<file path="src/rtl/hazard_ctrl_pkg.sv">
// Shared types for the pipeline hazard controller: operand-forward select
// encodings, controller FSM state encodings and the register-match helper.
package hazard_ctrl_pkg;

    // Execute-stage operand source select
    localparam logic [1:0] NO_FWD      = 2'd0;
    localparam logic [1:0] FWD_MEM     = 2'd1;
    localparam logic [1:0] FWD_WB      = 2'd2;
    localparam logic [1:0] FWD_REG_RDW = 2'd3;

    // Hazard controller FSM states
    localparam logic [1:0] RUN        = 2'd0;
    localparam logic [1:0] LOAD_STALL = 2'd1;
    localparam logic [1:0] MEM_WAIT   = 2'd2;

    // x0 is hard-wired to zero, so it never produces a dependency
    function automatic logic regMatch(input logic [4:0] a, input logic [4:0] b);
        return (a != 5'd0) && (a == b);
    endfunction

endpackage

</file>
<file path="src/rtl/hazard_ctrl_fwd_select.sv">
// Per-operand forward select: MEM result beats WB result beats the value
// saved across a stall; otherwise the register file value is used.
module fwd_select
    import hazard_ctrl_pkg::*;
(
    input  logic [4:0] srcAddr,
    input  logic       memRegWr,
    input  logic [4:0] memRdAddr,
    input  logic       wbRegWr,
    input  logic [4:0] wbRdAddr,
    input  logic       savedFlag,
    output logic [1:0] fwdSel
);

    // Priority decode of the youngest producer of this source register
    always_comb begin
        // NOTE: default assignment first so every path drives fwdSel and no latch is inferred.
        fwdSel = NO_FWD;
        if (memRegWr && regMatch(srcAddr, memRdAddr)) begin
            fwdSel = FWD_MEM;
        end else if (wbRegWr && regMatch(srcAddr, wbRdAddr)) begin
            fwdSel = FWD_WB;
        end else if (savedFlag) begin
            fwdSel = FWD_REG_RDW;
        end
    end

endmodule

</file>
<file path="src/rtl/hazard_ctrl.sv">
// Pipeline hazard controller: operand forwarding, load-use bubble insertion,
// data-memory wait stalls, taken-branch flushes and capture of write-back data
// that would otherwise be lost while EX is held.
// Optional build macro HAZARD_STALL_CNT_EN adds a saturating o_stallCount.
module hazard_ctrl
    import hazard_ctrl_pkg::*;
#(
    parameter int XLEN = 32
) (
    input  logic            i_clk,
    input  logic            i_rst,
    input  logic [4:0]      i_ID_rs1Addr,
    input  logic [4:0]      i_ID_rs2Addr,
    input  logic [4:0]      i_EXEC_rs1Addr,
    input  logic [4:0]      i_EXEC_rs2Addr,
    input  logic [4:0]      i_EXEC_rdAddr,
    input  logic            i_EXEC_memRd,
    input  logic [4:0]      i_MEM_rdAddr,
    input  logic            i_MEM_regWr,
    input  logic [4:0]      i_WB_rdAddr,
    input  logic            i_WB_regWr,
    input  logic [XLEN-1:0] i_WB_rdData,
    input  logic            i_memBusy,
    input  logic            i_branchTaken,
    output logic [1:0]      o_fwdRs1,
    output logic [1:0]      o_fwdRs2,
    output logic [XLEN-1:0] o_rdDataSave,
    output logic            o_stallIF,
    output logic            o_stallID,
    output logic            o_stallEX,
    output logic            o_stallMEM,
    output logic            o_flushID,
    output logic            o_flushEX,
    output logic            o_flushWB
`ifdef HAZARD_STALL_CNT_EN
    ,
    output logic [31:0]     o_stallCount
`endif
);

    logic [1:0] state;
    logic [1:0] stateNext;
    logic       memStall;
    logic       loadUse;
    logic       branchFlush;
    logic       savedRs1;
    logic       savedRs2;
    logic       prevStallEX;
    logic [1:0] fwdRs1Raw;
    logic [1:0] fwdRs2Raw;

    fwd_select u_fwdRs1 (
        .srcAddr   (i_EXEC_rs1Addr),
        .memRegWr  (i_MEM_regWr),
        .memRdAddr (i_MEM_rdAddr),
        .wbRegWr   (i_WB_regWr),
        .wbRdAddr  (i_WB_rdAddr),
        .savedFlag (savedRs1),
        .fwdSel    (fwdRs1Raw)
    );

    fwd_select u_fwdRs2 (
        .srcAddr   (i_EXEC_rs2Addr),
        .memRegWr  (i_MEM_regWr),
        .memRdAddr (i_MEM_rdAddr),
        .wbRegWr   (i_WB_regWr),
        .wbRdAddr  (i_WB_rdAddr),
        .savedFlag (savedRs2),
        .fwdSel    (fwdRs2Raw)
    );

    // Hazard detection and next-state selection; memory wait outranks load-use,
    // and a taken branch squashes the dependent instruction instead of stalling
    always_comb begin
        memStall    = i_memBusy || (state == MEM_WAIT);
        loadUse     = (state == RUN) && !memStall && !i_branchTaken && i_EXEC_memRd &&
                      (regMatch(i_EXEC_rdAddr, i_ID_rs1Addr) ||
                       regMatch(i_EXEC_rdAddr, i_ID_rs2Addr));
        branchFlush = i_branchTaken && !memStall;

        stateNext = state;
        case (state)
            RUN: begin
                if (i_memBusy) begin
                    stateNext = MEM_WAIT;
                end else if (loadUse) begin
                    stateNext = LOAD_STALL;
                end
            end
            LOAD_STALL: stateNext = i_memBusy ? MEM_WAIT : RUN;
            MEM_WAIT:   stateNext = i_memBusy ? MEM_WAIT : RUN;
            default:    stateNext = RUN;
        endcase
    end

    // Output decode, forced quiet while reset is held
    always_comb begin
        o_stallIF  = !i_rst && (memStall || loadUse);
        o_stallID  = !i_rst && (memStall || loadUse);
        o_stallEX  = !i_rst && memStall;
        o_stallMEM = !i_rst && memStall;
        o_flushID  = !i_rst && branchFlush;
        o_flushEX  = !i_rst && (branchFlush || loadUse);
        o_flushWB  = !i_rst && memStall;
        o_fwdRs1   = i_rst ? NO_FWD : fwdRs1Raw;
        o_fwdRs2   = i_rst ? NO_FWD : fwdRs2Raw;
    end

    // Controller state register
    always_ff @(posedge i_clk or posedge i_rst) begin
        if (i_rst) begin
            state <= RUN;
        end else begin
            // NOTE: sequential state uses non-blocking assignments so every register samples pre-edge values.
            state <= stateNext;
        end
    end

    // Keep the write-back value EX depends on when the stall flushes WB;
    // flags drop as soon as EX moves on
    always_ff @(posedge i_clk or posedge i_rst) begin
        if (i_rst) begin
            prevStallEX  <= 1'b0;
            savedRs1     <= 1'b0;
            savedRs2     <= 1'b0;
            o_rdDataSave <= '0;
        end else begin
            prevStallEX <= memStall;
            if (memStall && !prevStallEX) begin
                if (i_WB_regWr && regMatch(i_WB_rdAddr, i_EXEC_rs1Addr)) begin
                    o_rdDataSave <= i_WB_rdData;
                    savedRs1     <= 1'b1;
                end
                if (i_WB_regWr && regMatch(i_WB_rdAddr, i_EXEC_rs2Addr)) begin
                    o_rdDataSave <= i_WB_rdData;
                    savedRs2     <= 1'b1;
                end
            end else if (!memStall) begin
                savedRs1 <= 1'b0;
                savedRs2 <= 1'b0;
            end
        end
    end

`ifdef HAZARD_STALL_CNT_EN
    // Saturating count of cycles in which fetch was held
    always_ff @(posedge i_clk or posedge i_rst) begin
        if (i_rst) begin
            o_stallCount <= '0;
        end else if (o_stallIF && (o_stallCount != 32'hFFFF_FFFF)) begin
            o_stallCount <= o_stallCount + 32'd1;
        end
    end
`endif

endmodule

</file>
<file path="config.mk">
export PLATFORM = sky130hd
export DESIGN_NAME = hazard_ctrl
export DESIGN_NICKNAME = d
export VERILOG_FILES = /design/src/rtl/hazard_ctrl_pkg.sv /design/src/rtl/hazard_ctrl_fwd_select.sv /design/src/rtl/hazard_ctrl.sv
export SDC_FILE = /design/constraint.sdc
export NUM_CORES = 1
export LEC_CHECK = 0
export CAP_MARGIN = 20
export CELL_PAD_IN_SITES_DETAIL_PLACEMENT = 1
export CELL_PAD_IN_SITES_GLOBAL_PLACEMENT = 1
export CORE_MARGIN = 5
export CORE_UTILIZATION = 47
export CTS_BUF_LIST = sky130_fd_sc_hd__clkbuf_8 sky130_fd_sc_hd__clkbuf_16
export CTS_CLUSTER_DIAMETER = 100
export DETAILED_ROUTE_END_ITERATION = 12
export DONT_BUFFER_PORTS = 1
export GPL_TIMING_DRIVEN = 0
export PLACE_DENSITY = 0.84
export SETUP_SLACK_MARGIN = 0.2
export SLEW_MARGIN = 20
export SYNTH_ARGS = -nofsm -noshare
export SYNTH_HDL_FRONTEND = slang
export SYNTH_HIERARCHICAL = 1
export SYNTH_SLANG_ARGS = --single-unit
</file>
<file path="constraint.sdc">
create_clock -name i_clk -period 3.1 [get_ports i_clk]
set_input_delay 0.775 -clock i_clk [delete_from_list [all_inputs] [get_ports i_clk]]
set_output_delay 0.775 -clock i_clk [all_outputs]
set_load 0.005 [all_outputs]
</file>
# Word level (Yosys, flattened, before mapping)
# Index checks and enable logic that the tools add are counted.
# word_totals
input_bits,74
output_inout_bits,43
word_cells,80
register_bits,37
# op_classes
eq_ne,14
muxes,19
n_reduce_logical,42
# op_table
op,count
32-bit two-way mux,2
5-bit == test,8
1-bit logical AND,24
2-bit two-way mux,11
5-bit nonzero test,4
"2-bit by 1-bit != test with 1-bit output, second input constant",3
2-bit AND reduction,3
1-bit two-way mux,5
1-bit logical NOT,4
1-bit logical OR,4
2-bit one-hot mux with 2 select lines,1
"3-bit != test, second input constant",1
"2-bit by 1-bit == test with 1-bit output, second input constant",1
"2-bit == test, second input constant",1
2-bit logical NOT,1
2-bit nonzero test,1
2-bit OR reduction,1

# Longest topological paths before layout
# Gate-level depths: netlist (run 1).
# logic_depth
word_depth,10
mapped_depth,8
ltp_nobuf,6

# By module
# Netlist (run 1), hierarchy kept.
# modules_own_cells
mod,seq_area_each_um2,cells_per_inst,n_inst,area_each_um2
hazard_ctrl,925.9,142,1,1911.8
fwd_select,0.0,19,2,141.4

# Least setup slack after synthesis (run 1)
# Ideal clock, no wire load.
# synth_path
kind,input -> output
startpoint,in i_rst
endpoint,out o_stallEX
t_arrival_ps,1990
cell_stages,3
path_slack_ps,335
cell_sequence,inv_1 and2_1 buf_4
# synth_between
elab_chain_len,2
# synth_lines
item,line,source
"start, declared",hazard_ctrl.sv:11,"input logic i_rst,"
1-bit logical NOT (no source line),-,
1-bit logical AND,-,
"end, declared",hazard_ctrl.sv:30,"output logic o_stallEX,"
# Every way passes these cells.

# Worst setup path after layout (run 1)
# layout_path
startpoint,in i_EXEC_rs1Addr[3]
endpoint,out o_fwdRs1[0]
# layout_between
elab_chain_len,6
word_cells_on_any_way,10
# layout_lines
item,line,source
"start, declared",hazard_ctrl.sv:14,"input logic [4:0] i_EXEC_rs1Addr,"
5-bit == test / 5-bit nonzero test (equally long branches),hazard_ctrl_pkg.sv:18,return (a != 5'd0) && (a == b);
1-bit logical AND,hazard_ctrl_pkg.sv:18,
1-bit logical AND,hazard_ctrl_fwd_select.sv:21,"end else if (wbRegWr && regMatch(srcAddr, wbRdAddr)) begin"
2-bit two-way mux,hazard_ctrl_fwd_select.sv:21,
2-bit two-way mux *,hazard_ctrl_fwd_select.sv:19,"if (memRegWr && regMatch(srcAddr, memRdAddr)) begin"
via fwdRs1Raw[0],hazard_ctrl.sv:49,logic [1:0] fwdRs1Raw;
2-bit two-way mux *,hazard_ctrl.sv:105,o_fwdRs1 = i_rst ? NO_FWD : fwdRs1Raw;
"end, declared",hazard_ctrl.sv:25,"output logic [1:0] o_fwdRs1,"
# Mark *: on every way through the listed nets, which the timed path passes. The rest lies on a longest branch.

==> tab_implementation.tex, run 1 <==
\begin{tabular}{lr}
\hline
Metric & Value \\
\hline
\multicolumn{2}{l}{\textbf{Clock network}} \\
Clock tree from TritonCTS & done \\
Number of buffers created by CTS & 5 \\
Total clock sinks & 37 \\
Maximum root-to-sink buffer count & 2 \\
Library cell used as clock root buffer & clkbuf\_8 \\
Insertion delay to the later sink of the worst-skew pair & between 0.2 and 0.3 ns \\
Hold buffer count at cts & 0 \\
Clock Pin Slew Worst Setup and Hold Paths & roughly 0.07 ns \\
Post-CTS setup buffers & 0 \\
Number of cells upsized or downsized after cts & 0 \\
Max H-tree Level & 2 \\
\multicolumn{2}{l}{\textbf{Setup path}} \\
Crit Path Class & in2out \\
Worst Reg2Reg Path Length in Cells & 8 \\
Data arrival time of the worst path & $\sim$1.9 ns \\
R2R Path End & o\_rdDataSave[24] \\
Type of element capturing the critical path & primary output \\
Beginning of the worst register-to-register path & state[0] \\
Worst-path fanout max & 4 \\
Type of origin of the critical path & input port \\
R2r setup slk & roughly 0.80 ns \\
Data required time at the worst endpoint & $\sim$2.3 ns \\
\multicolumn{2}{l}{\textbf{Global route}} \\
First-pass GRT wire length & between 8 and 9 mm \\
Remaining global-route overflow & 0 \\
Initial antenna violation count & 0 \\
GRT Resource Usage Total & 17.3\% \\
Number of global-route vias before repair & 1654 \\
Largest net degree at the start of global routing & 40 \\
\multicolumn{2}{l}{\textbf{Floorplanning}} \\
CORE AREA & about 4400 µm² \\
Number of placed I/O pins & between 100 and 150 \\
Effective utilization at floorplan & 49.4\% \\
Die width & between 70 and 80 µm \\
Height of the chip & between 70 and 80 µm \\
Die area & around 6100 µm² \\
Number of placement rows & 24 \\
\multicolumn{2}{l}{\textbf{Detailed routing}} \\
Number of optimization iterations in the first detailed-route pass & 2 \\
Post-route DRC violation count & 0 \\
WL per Instance & about 22 µm \\
Post-detailed-route via-to-cell ratio & approximately 5.7 \\
Drt total wl & between 5 and 6 mm \\
Number of DRC violations after detailed-routing iteration 0 & 25 \\
Via Count & 1373 \\
ANT nets after route & 0 \\
\multicolumn{2}{l}{\textbf{Synth}} \\
Post-Synth XOR/XNOR Area & between 15 and 20\% \\
Number of library cell types mapped by synthesis & 30 \\
Synth Register Bits & 37 \\
Area contributors post-synth & dfrtp\_1 42\%, mux2\_4 21\%, xor2\_1 9.6\% \\
Arithmetic-cell share of the synthesized area counting full adders, half adders and majority gates & approximately 1.7\% \\
Count of yosys warnings during synthesis & 6 \\
Average cell area after synthesis & around 12 µm² \\
Share of the synthesized area in the top cell type & 42.2\% \\
Netlist area before placement & 2190 µm² \\
Compound-gate portion of the synthesized area & just under 5\% \\
Fraction of the yosys area taken by sequential cells & 42.2\% \\
Dominant register cell in the synthesized netlist & dfrtp\_1 \\
Most frequent cells after synthesis & 37 x dfrtp\_1, 30 x mux2\_4, 24 x xor2\_1 \\
Post-synth ARST share & 100\% \\
Net count after synthesis & 257 \\
Cell with the most instances after synthesis & dfrtp\_1 \\
Mux contribution to synthesized area & between 20 and 25\% \\
Count of flip-flops with a built-in enable after synthesis & 0 \\
Post-synthesis simple-gate area fraction & about a tenth \\
Count of mapped cells out of synthesis & 180 \\
Largest family of logic cells by synthesized area & multiplexers \\
Post-synth top area cell & dfrtp\_1 \\
\multicolumn{2}{l}{\textbf{Timing}} \\
Pins Over Slew Limit & 0 \\
Final-report hold violation count & 0 \\
Final cycle utilization of the critical path & 86.1\% \\
Setup skew after layout & between 0.005 and 0.006 ns \\
Shortest clock period the worst path allows after layout & between 2 and 3 ns \\
Unrepaired setup endpoints after global routing & no \\
Max Fclk & between 0.3 and 0.4 GHz \\
Final setup violation count & 0 \\
Aggregate negative setup slack & 0 ns \\
Remaining max-slew budget at the tightest pin & around 49\% \\
Actual transition at the worst max-transition pin & approximately 0.77 ns \\
\multicolumn{2}{l}{\textbf{Placed design}} \\
Final Wtd Congestion & between 0.7 and 0.8 \\
DPL Wire Length & around 4.4 mm \\
Number of cells after detailed placement & 232 \\
Number of buffers inserted by port buffering & 0 \\
Placed inst area & 2260 µm² \\
\multicolumn{2}{l}{\textbf{Status}} \\
Outcome & finished, final reports clean \\
\multicolumn{2}{l}{\textbf{Power and ir drop}} \\
Highest ir drop seen on vdd & roughly 0.00031 V \\
Static leakage & roughly 0.0011 µW \\
Power per unit of standard cell area & 526 nW/µm² \\
Total Power Consumption & around 1200 µW \\
\multicolumn{2}{l}{\textbf{Flow run}} \\
Count of max-cap constraint violations & 0 \\
\multicolumn{2}{l}{\textbf{Cells and area}} \\
Final layout net count & approximately 260 \\
Layout cells sized above 1 & between 20\% and 30\% \\
Area overhead of the layout relative to synthesis & 6.73\% \\
Final instance area & $\sim$2300 µm² \\
Finished Core Util & between 50 and 60\% \\
Cell Count, Final, Fillers Out & 240 \\
Antenna cells & 0 \\
\multicolumn{2}{l}{\textbf{Hold path}} \\
Type of the worst min-delay path & in2async \\
\hline
\end{tabular}
## metrics by stage
stage                     setup WS [ns]  hold slack [ns]
after floorplan                   0.335            0.472
after global placement           0.0841            0.502
after detailed placement          0.436            0.524
after CTS                         0.429            0.538
after global routing              0.380            0.561
final                             0.432            0.513
## final cells by class
| cell class | instances | area [µm²] |
|---|---|---|
| Fill cell | 462 | 2100 |
| Tap cell | 52 | 65.1 |
| Buffer | 7 | 60.1 |
| Sequential cell | 37 | 926 |
| Multi-Input combinational cell | 129 | 1180 |
| Clock buffer | 5 | 68.8 |
| Inverter | 7 | 26.3 |
| Clock inverter | 3 | 13.8 |
## critical path, cell delays in order
cell and delay [ns]:
xnor2_1 0.21, nand4_1 0.13, or4_1 0.45, a21o_1 0.20, nor2b_1 0.14
## power by group
group	total, µW	switching (µW)	internal (µW)
Clock	313	160	152
Combinational	246	78.5	167
Sequential	673	90.7	582
Total	1230	330	901
## cell families (layout without fill, tap and decap cells)
kind of cell,Yosys count,count (layout)
xor gates and xnor gates,40,40
and+or+nand+nor,39,39
DFF,37,37
muxes,32,32
AOI/OAI and AO/OA,15,15
buffers and inverters,14,22
adders and majority gates,3,3
## per-layer routing
layer | track usage, % | up-vias | part of all wire, %
li1 | - | 625 | -
met1 | 17.9 | 681 | 36
met2 | 32.5 | 61 | 55
met3 | 6.29 | 6 | 8.2
met4 | 5.24 | 0 | 1.1
met5 | 0 | - | 0
## sequential cells by signal (all words and copies together), names as in the netlist
signal	count
state	2
savedRs2	1
prevStallEX	1
savedRs1	1
o_rdDataSave	32
## how the worst max path moves through the flow
stage	startpoint	end	slack (ns)	depth (start not counted)
2_1_floorplan	i_rst	o_stallEX	0.33	3
3_3_place_gp	i_rst	o_stallMEM	0.08	3
3_5_place_dp	i_EXEC_rs1Addr[1]	o_fwdRs1[0]	0.44	5
4_1_cts	i_EXEC_rs1Addr[1]	o_fwdRs1[0]	0.43	5
5_1_grt	i_EXEC_rs1Addr[1]	o_fwdRs1[0]	0.38	5
6_report	i_EXEC_rs1Addr[3]	o_fwdRs1[0]	0.43	5
## layout by cell type, fill, tap and decap left out, types with 2 or more instances in the layout
| cell type | instances |
|---|---|
| a21o_1 | 2 |
| a21oi_1 | 3 |
| and2_1 | 2 |
| buf_4 | 3 |
| buf_6 | 3 |
| clkbuf_8 | 5 |
| clkinv_2 | 2 |
| dfrtp_1 | 37 |
| ha_1 | 3 |
| inv_1 | 7 |
| mux2_2 | 2 |
| mux2_4 | 30 |
| nand2_1 | 4 |
| nand3_1 | 2 |
| nand4_1 | 4 |
| nor2_1 | 7 |
| nor2b_1 | 5 |
| nor3_1 | 5 |
| nor4_1 | 2 |
| o21a_1 | 3 |
| o21ai_0 | 3 |
| or4_1 | 5 |
| xnor2_1 | 16 |
| xor2_1 | 24 |
Power figures use the tool's default switching activity.
==> run 2, diff against run 1 <==
--- a/config.mk
+++ b/config.mk
@@ -8,7 +8,7 @@
 export CAP_MARGIN = 20
 export CELL_PAD_IN_SITES_DETAIL_PLACEMENT = 1
 export CELL_PAD_IN_SITES_GLOBAL_PLACEMENT = 1
-export CORE_MARGIN = 5
+export CORE_MARGIN = 4
 export CORE_UTILIZATION = 47
 export CTS_BUF_LIST = sky130_fd_sc_hd__clkbuf_8 sky130_fd_sc_hd__clkbuf_16
 export CTS_CLUSTER_DIAMETER = 100
==> tab_implementation.tex, run 2 (synthesis gave the netlist of run 1 again) <==
\begin{tabular}{lr}
\hline
Metric & Value \\
\hline
\multicolumn{2}{l}{\textbf{Timing}} \\
Setup skew after layout & 0.0105 ns (+0.00540 ns) \\
Unrepaired setup endpoints after global routing & no \\
Final-report hold violation count & 0 (unchanged) \\
Actual transition at the worst max-transition pin & 0.780 ns (+0.00855 ns) \\
Final cycle utilization of the critical path & 86.9\% (+0.84 points) \\
Shortest clock period the worst path allows after layout & 2.69 ns (+0.0259 ns) \\
Max Fclk & 0.371 GHz (-0.96\%) \\
Aggregate negative setup slack & 0 ns (unchanged) \\
Final setup violation count & 0 (unchanged) \\
Pins Over Slew Limit & 0 (unchanged) \\
Remaining max-slew budget at the tightest pin & 48.0\% (-0.57 points) \\
\multicolumn{2}{l}{\textbf{Clock network}} \\
Library cell used as clock root buffer & clkbuf\_8 \\
Clock Pin Slew Worst Setup and Hold Paths & 0.09 ns (+0.02 ns) \\
Total clock sinks & 37 (unchanged) \\
Hold buffer count at cts & 0 (unchanged) \\
Number of buffers created by CTS & 5 (unchanged) \\
Clock tree from TritonCTS & done \\
Number of cells upsized or downsized after cts & 0 (unchanged) \\
Post-CTS setup buffers & 0 (unchanged) \\
Maximum root-to-sink buffer count & 2 (unchanged) \\
Max H-tree Level & 2 (unchanged) \\
Insertion delay to the later sink of the worst-skew pair & 0.29 ns (about the same) \\
\multicolumn{2}{l}{\textbf{Status}} \\
Outcome & finished, final reports clean \\
\multicolumn{2}{l}{\textbf{Placed design}} \\
Number of buffers inserted by port buffering & 0 (unchanged) \\
Final Wtd Congestion & 0.730 (-7.5\%) \\
DPL Wire Length & 4.42 mm (+0.44\%) \\
\multicolumn{2}{l}{\textbf{Cells and area}} \\
Multi-input logic area & 1180 µm² (unchanged) \\
Number of fill cells & 455 (-1.5\%) \\
Register with the most flip-flops & o\_rdDataSave \\
Leading cell types in the layout, fill and taps excluded & 37 x dfrtp\_1, 30 x mux2\_4, 24 x xor2\_1, 16 x xnor2\_1, 7 x nor2\_1 \\
Finished Core Util & 53.9\% (+1.2 points) \\
Final layout net count & 264 (unchanged) \\
Antenna cells & 0 (unchanged) \\
Seq. cell area & 926 µm² (unchanged) \\
Flip-flop count of the largest register, all copies and words added & 32 (unchanged) \\
Area overhead of the layout relative to synthesis & 9.24\% \\
Largest registers ranked by flip-flop count & o\_rdDataSave: 32 flops, state: 2 flops \\
Commonest non-fill, non-tap cell in the layout & dfrtp\_1 \\
Layout cells sized above 1 & 26.6\% (+0.53 points) \\
\multicolumn{2}{l}{\textbf{Detailed routing}} \\
ANT nets after route & 0 (unchanged) \\
Via Count & 1391 (+1.3\%) \\
Drt total wl & 5.40 mm (+3.5\%) \\
Number of DRC violations after detailed-routing iteration 0 & 66 (+160\%) \\
Post-route DRC violation count & 0 (unchanged) \\
Post-detailed-route via-to-cell ratio & 5.80 (+1.3\%) \\
Number of optimization iterations in the first detailed-route pass & 3 (+1) \\
WL per Instance & 22.5 µm (+3.5\%) \\
\multicolumn{2}{l}{\textbf{Flow run}} \\
Count of max-cap constraint violations & 0 (unchanged) \\
\multicolumn{2}{l}{\textbf{Floorplanning}} \\
Die width & 76.3 µm (-2.6\%) \\
Number of placement rows & 24 (unchanged) \\
CORE AREA & 4440 µm² (unchanged) \\
Effective utilization at floorplan & 49.4\% (unchanged) \\
Height of the chip & 76.3 µm (-2.6\%) \\
Die area & 5830 µm² (-5.0\%) \\
Number of placed I/O pins & 117 (unchanged) \\
\multicolumn{2}{l}{\textbf{Setup path}} \\
Worst-path fanout max & 4 (unchanged) \\
Data arrival time of the worst path & 1.92 ns (+0.03 ns) \\
Beginning of the worst register-to-register path & state[0] \\
Critical Path Start & i\_EXEC\_rs2Addr[1] \\
Crit Path Class & in2out \\
Type of element capturing the critical path & primary output \\
Type of origin of the critical path & input port \\
Data required time at the worst endpoint & 2.32 ns (about the same) \\
\multicolumn{2}{l}{\textbf{Power and ir drop}} \\
Highest ir drop seen on vdd & 0.000445 V (+43\%) \\
Power per unit of standard cell area & 594 nW/µm² (+13\%) \\
Static leakage & 0.00107 µW (+1.9\%) \\
\multicolumn{2}{l}{\textbf{Global route}} \\
First-pass GRT wire length & 8.87 mm (+6.1\%) \\
Initial antenna violation count & 0 (unchanged) \\
Largest net degree at the start of global routing & 40 (unchanged) \\
Number of global-route vias before repair & 1698 (+2.7\%) \\
GRT Resource Usage Total & 19.2\% (+1.9 points) \\
Remaining global-route overflow & 0 (unchanged) \\
\multicolumn{2}{l}{\textbf{Hold path}} \\
Type of the worst min-delay path & in2async \\
\hline
\end{tabular}
==> run 2: worst max-delay path, stage by stage <==
cell and delay (ns):
xnor2_1 0.20, nand4_1 0.14, or4_1 0.46, a21oi_1 0.16
nor2b_1 0.18
==> run 2: path summary, 6_finish.rpt <==
| path | slack (ns) | depth (start not counted) | endpoint |
|---|---|---|---|
| setup / recovery | 0.41 | 5 | o_fwdRs2[1] |
| hold reg to reg | 0.53 | 2 | savedRs1 |
| hold / removal | 0.50 | 1 | o_rdDataSave[3] |
| min in group i_clk | 0.53 | 2 | savedRs1 |
| max in group asynchronous | 2.10 | 1 | o_rdDataSave[23] |
| setup reg to reg | 0.77 | 8 | o_rdDataSave[12] |
==> run 2: where the power goes <==
part	switching (µW)	leakage, µW	internal, µW
registers	93.2	0.000494	581
clock network	179	0.0000687	324
logic	79.6	0.000510	167
==> run 2: metrics by stage <==
step	hold slack, ns	total power, µW	setup slack [ns]	instance area, µm²	std cells
2_1_floorplan	0.472	865	0.335	2190	180
3_3_place_gp	0.501	906	0.105	2260	232
3_5_place_dp	0.522	932	0.424	2260	232
4_1_cts	0.522	1440	0.424	2400	240
5_1_grt	0.555	1500	0.305	2400	240
6_report	0.501	1420	0.406	2400	240
==> run 2: cell type report <==
cell class / instances / area share [%]
clock inverter: 3 / 2.87
inverter: 7 / 1.10
multi-input combinational: 129 / 49.3
clock buffer: 5 / 2.87
sequential: 37 / 38.6
tap: 52 / 2.71
buffer: 7 / 2.51
==> run 2: routing by layer <==
layer	share of wire, %	track usage [%]	vias up
met3	10	8.27	9
met2	52	34.2	80
met1	35	19.5	679
met5	0	0	-
met4	1.8	8.15	0
li1	-	-	623
==> run 3, diff against run 2 <==
--- a/config.mk
+++ b/config.mk
@@ -5,17 +5,18 @@
 export SDC_FILE = /design/constraint.sdc
 export NUM_CORES = 1
 export LEC_CHECK = 0
-export CAP_MARGIN = 20
+export CAP_MARGIN = 10
 export CELL_PAD_IN_SITES_DETAIL_PLACEMENT = 1
 export CELL_PAD_IN_SITES_GLOBAL_PLACEMENT = 1
+export CORE_ASPECT_RATIO = 1.1
 export CORE_MARGIN = 4
-export CORE_UTILIZATION = 47
+export CORE_UTILIZATION = 50
 export CTS_BUF_LIST = sky130_fd_sc_hd__clkbuf_8 sky130_fd_sc_hd__clkbuf_16
 export CTS_CLUSTER_DIAMETER = 100
 export DETAILED_ROUTE_END_ITERATION = 12
 export DONT_BUFFER_PORTS = 1
 export GPL_TIMING_DRIVEN = 0
-export PLACE_DENSITY = 0.84
+export PLACE_DENSITY = 0.88
 export SETUP_SLACK_MARGIN = 0.2
 export SLEW_MARGIN = 20
 export SYNTH_ARGS = -nofsm -noshare
==> constraint.sdc (replaced) <==
create_clock -name i_clk -period 3.3 [get_ports i_clk]
set_input_delay 0.825 -clock i_clk [delete_from_list [all_inputs] [get_ports i_clk]]
set_output_delay 0.825 -clock i_clk [all_outputs]
set_load 0.005 [all_outputs]
==> tab_implementation.tex, run 3 (synthesis gave the netlist of run 1 again) <==
\begin{tabular}{lr}
\hline
Metric & Value \\
\hline
\multicolumn{2}{l}{\textbf{Global route}} \\
Largest net degree at the start of global routing & 40 (unchanged) \\
Remaining global-route overflow & 0 (unchanged) \\
Initial antenna violation count & 0 (unchanged) \\
First-pass GRT wire length & 8.28 mm (-6.7\%) \\
GRT Resource Usage Total & 19.2\% (about the same) \\
Number of global-route vias before repair & 1629 (-4.1\%) \\
\multicolumn{2}{l}{\textbf{Detailed routing}} \\
Post-detailed-route via-to-cell ratio & 5.71 (-1.6\%) \\
Drt total wl & 5.34 mm (-1.1\%) \\
Number of DRC violations after detailed-routing iteration 0 & 25 (-62\%) \\
Post-route DRC violation count & 0 (unchanged) \\
Via Count & 1375 (-1.2\%) \\
ANT nets after route & 0 (unchanged) \\
Number of optimization iterations in the first detailed-route pass & 2 (-1) \\
WL per Instance & 22.2 µm (-1.5\%) \\
\multicolumn{2}{l}{\textbf{Timing}} \\
Pins Over Slew Limit & 0 (unchanged) \\
Final cycle utilization of the critical path & between 80\% and 90\% \\
Remaining max-slew budget at the tightest pin & 48.7\% (+0.71 points) \\
Least setup slack across all paths after layout & 0.459 ns (+0.0527 ns) \\
Setup skew after layout & 0.00479 ns (-0.00570 ns) \\
Shortest clock period the worst path allows after layout & around 2.8 ns \\
Final setup violation count & 0 (unchanged) \\
Final-report hold violation count & 0 (unchanged) \\
Max Fclk & about 0.35 GHz \\
Aggregate negative setup slack & 0 ns (unchanged) \\
Unrepaired setup endpoints after global routing & no \\
Actual transition at the worst max-transition pin & 0.769 ns (-0.0107 ns) \\
\multicolumn{2}{l}{\textbf{Placed design}} \\
Placed inst area & 2260 µm² (+0.11\%) \\
Worst slack at placement & 0.466 ns (+0.0418 ns) \\
Number of cells after detailed placement & 234 (+0.86\%) \\
DPL Wire Length & 4.49 mm (+1.6\%) \\
Final Wtd Congestion & 0.795 (+8.9\%) \\
Number of buffers inserted by port buffering & 0 (unchanged) \\
\multicolumn{2}{l}{\textbf{Setup path}} \\
Data arrival time of the worst path & 2.02 ns (+0.10 ns) \\
Worst setup path endpoint & o\_fwdRs1[0] \\
Cell Chain, Critical Path & or4\_1 > nor2\_1 > or4\_1 > a21o\_1 > nor2b\_1 \\
Critical Path Start & i\_EXEC\_rs1Addr[1] \\
Worst Reg2Reg Path Length in Cells & 8 (unchanged) \\
Data required time at the worst endpoint & 2.47 ns (+0.15 ns) \\
Worst-path fanout max & 4 (unchanged) \\
Crit Path Class & in2out \\
R2R Path End & o\_rdDataSave[2] \\
R2r setup slk & 1.01 ns (+0.24 ns) \\
Worst path most repeated cell & or4\_1 \\
Highest-delay cell along the critical path & or4\_1 \\
Type of element capturing the critical path & primary output \\
Type of origin of the critical path & input port \\
Crit path largest cell delay & 0.54 ns (+0.08 ns) \\
Beginning of the worst register-to-register path & state[0] \\
\multicolumn{2}{l}{\textbf{Cells and area}} \\
Flip-flop count of the largest register, all copies and words added & 32 (unchanged) \\
Cell Count, Final, Fillers Out & 241 (+0.42\%) \\
Register with the most flip-flops & o\_rdDataSave \\
Area overhead of the layout relative to synthesis & 7.18\% \\
Final instance area & 2350 µm² (-1.9\%) \\
Leading cell types in the layout, fill and taps excluded & 37 x dfrtp\_1, 30 x mux2\_4, 24 x xor2\_1, 16 x xnor2\_1, 7 x nor2\_1 \\
Multi-input logic area & 1180 µm² (unchanged) \\
Antenna cells & 0 (unchanged) \\
Commonest non-fill, non-tap cell in the layout & dfrtp\_1 \\
Largest registers ranked by flip-flop count & o\_rdDataSave: 32 flops, state: 2 flops \\
Seq. cell area & 926 µm² (unchanged) \\
Final layout net count & 264 (unchanged) \\
Number of fill cells & 449 (-1.3\%) \\
Layout cells sized above 1 & 26.2\% (-0.39 points) \\
Finished Core Util & 54.9\% (+0.95 points) \\
\multicolumn{2}{l}{\textbf{Floorplanning}} \\
Effective utilization at floorplan & 51.2\% (+1.8 points) \\
Number of placed I/O pins & 117 (unchanged) \\
CORE AREA & 4290 µm² (-3.6\%) \\
Die area & 5510 µm² (-5.4\%) \\
Height of the chip & 77.5 µm (+1.5\%) \\
Die width & 71.2 µm (-6.8\%) \\
Number of placement rows & 25 (+4.2\%) \\
\multicolumn{2}{l}{\textbf{Clock network}} \\
Post-CTS setup buffers & 0 (unchanged) \\
Insertion delay to the later sink of the worst-skew pair & 0.28 ns (about the same) \\
Total clock sinks & 37 (unchanged) \\
Number of cells upsized or downsized after cts & 0 (unchanged) \\
Maximum root-to-sink buffer count & 2 (unchanged) \\
Number of buffers created by CTS & 5 (unchanged) \\
Clock Pin Slew Worst Setup and Hold Paths & 0.07 ns (-0.02 ns) \\
Max H-tree Level & 2 (unchanged) \\
Clock tree from TritonCTS & done \\
Library cell used as clock root buffer & clkbuf\_8 \\
Hold buffer count at cts & 0 (unchanged) \\
\multicolumn{2}{l}{\textbf{Power and ir drop}} \\
Comb power frac & 20.0\% (+2.7 points) \\
Static leakage & 0.00105 µW (-2.4\%) \\
Sw Pwr & 308 µW (-13\%) \\
Highest ir drop seen on vdd & 0.000338 V (-24\%) \\
Sequential Power Share & 53.7\% (+6.3 points) \\
Clock group share of total power & 26.3\% (-9.0 points) \\
Sw Share & 26.2\% (+1.5 points) \\
Cell internal power dissipation & 869 µW (-19\%) \\
Power per unit of standard cell area & 500 nW/µm² (-16\%) \\
\multicolumn{2}{l}{\textbf{Flow run}} \\
Count of max-cap constraint violations & 0 (unchanged) \\
\multicolumn{2}{l}{\textbf{Status}} \\
Outcome & finished, final reports clean \\
\multicolumn{2}{l}{\textbf{Hold path}} \\
Type of the worst min-delay path & reg2reg \\
\hline
\end{tabular}
[run 3: cell count changes in the layout (fill, tap and decap cells not counted), sizes merged]
cell	previous run	this run
bufinv	2	0
clkbuf	6	7
clkinvlp	0	1
inv	8	7
[run 3: how the worst min path moves through the flow]
stage / startpoint / cells after the start / to / slack, ns
after floorplan: savedRs1 / 2 / savedRs1 / 0.47
after global placement: state[0] / 1 / state[0] / 0.50
after detailed placement: savedRs2 / 2 / savedRs2 / 0.51
after CTS: savedRs2 / 2 / savedRs2 / 0.53
after global routing: state[0] / 1 / state[0] / 0.56
final: savedRs2 / 2 / savedRs2 / 0.52
[run 3: metal layers]
metal	share of wire [%]	vias to the layer above	wire, µm	track usage (%)
met4	1.7	0	90	6.95
met1	32	678	1710	18.7
met5	0	-	0	0
met2	58	66	3120	37.0
met3	7.8	8	418	5.70
li1	-	623	-	-
[run 3: cell type report]
class / count / share of cell area [%]
clock inverters: 1 / 0.319
flip-flops and latches: 37 / 39.4
clock buffers: 6 / 3.51
inverters: 7 / 1.12
multi-input cells: 129 / 50.3
plain buffers: 7 / 2.55
well taps: 54 / 2.87
[run 3: through the flow]
| step | hold WS (ns) | power, µW |
|---|---|---|
| final | 0.521 | 1180 |
| after global routing | 0.563 | 1240 |
| after CTS | 0.527 | 1190 |
| after detailed placement | 0.513 | 877 |
| after global placement | 0.503 | 850 |
| after floorplan | 0.472 | 812 |
[run 3: power by group through the flow]
| stage | clock network [µW] | registers (µW) | logic, µW |
|---|---|---|---|
| detailed placement | 0 | 640 | 237 |
| CTS | 318 | 635 | 238 |
| global route | 341 | 643 | 254 |
| floorplan | 0 | 609 | 204 |
| global placement | 0 | 632 | 218 |
| finish | 309 | 632 | 235 |
[run 3: critical path: cells and delay by family]
kind	cells	cell delay, ns
AO/OA/AOI/OAI	1	0.13
AND/OR/NAND/NOR	4	1.07
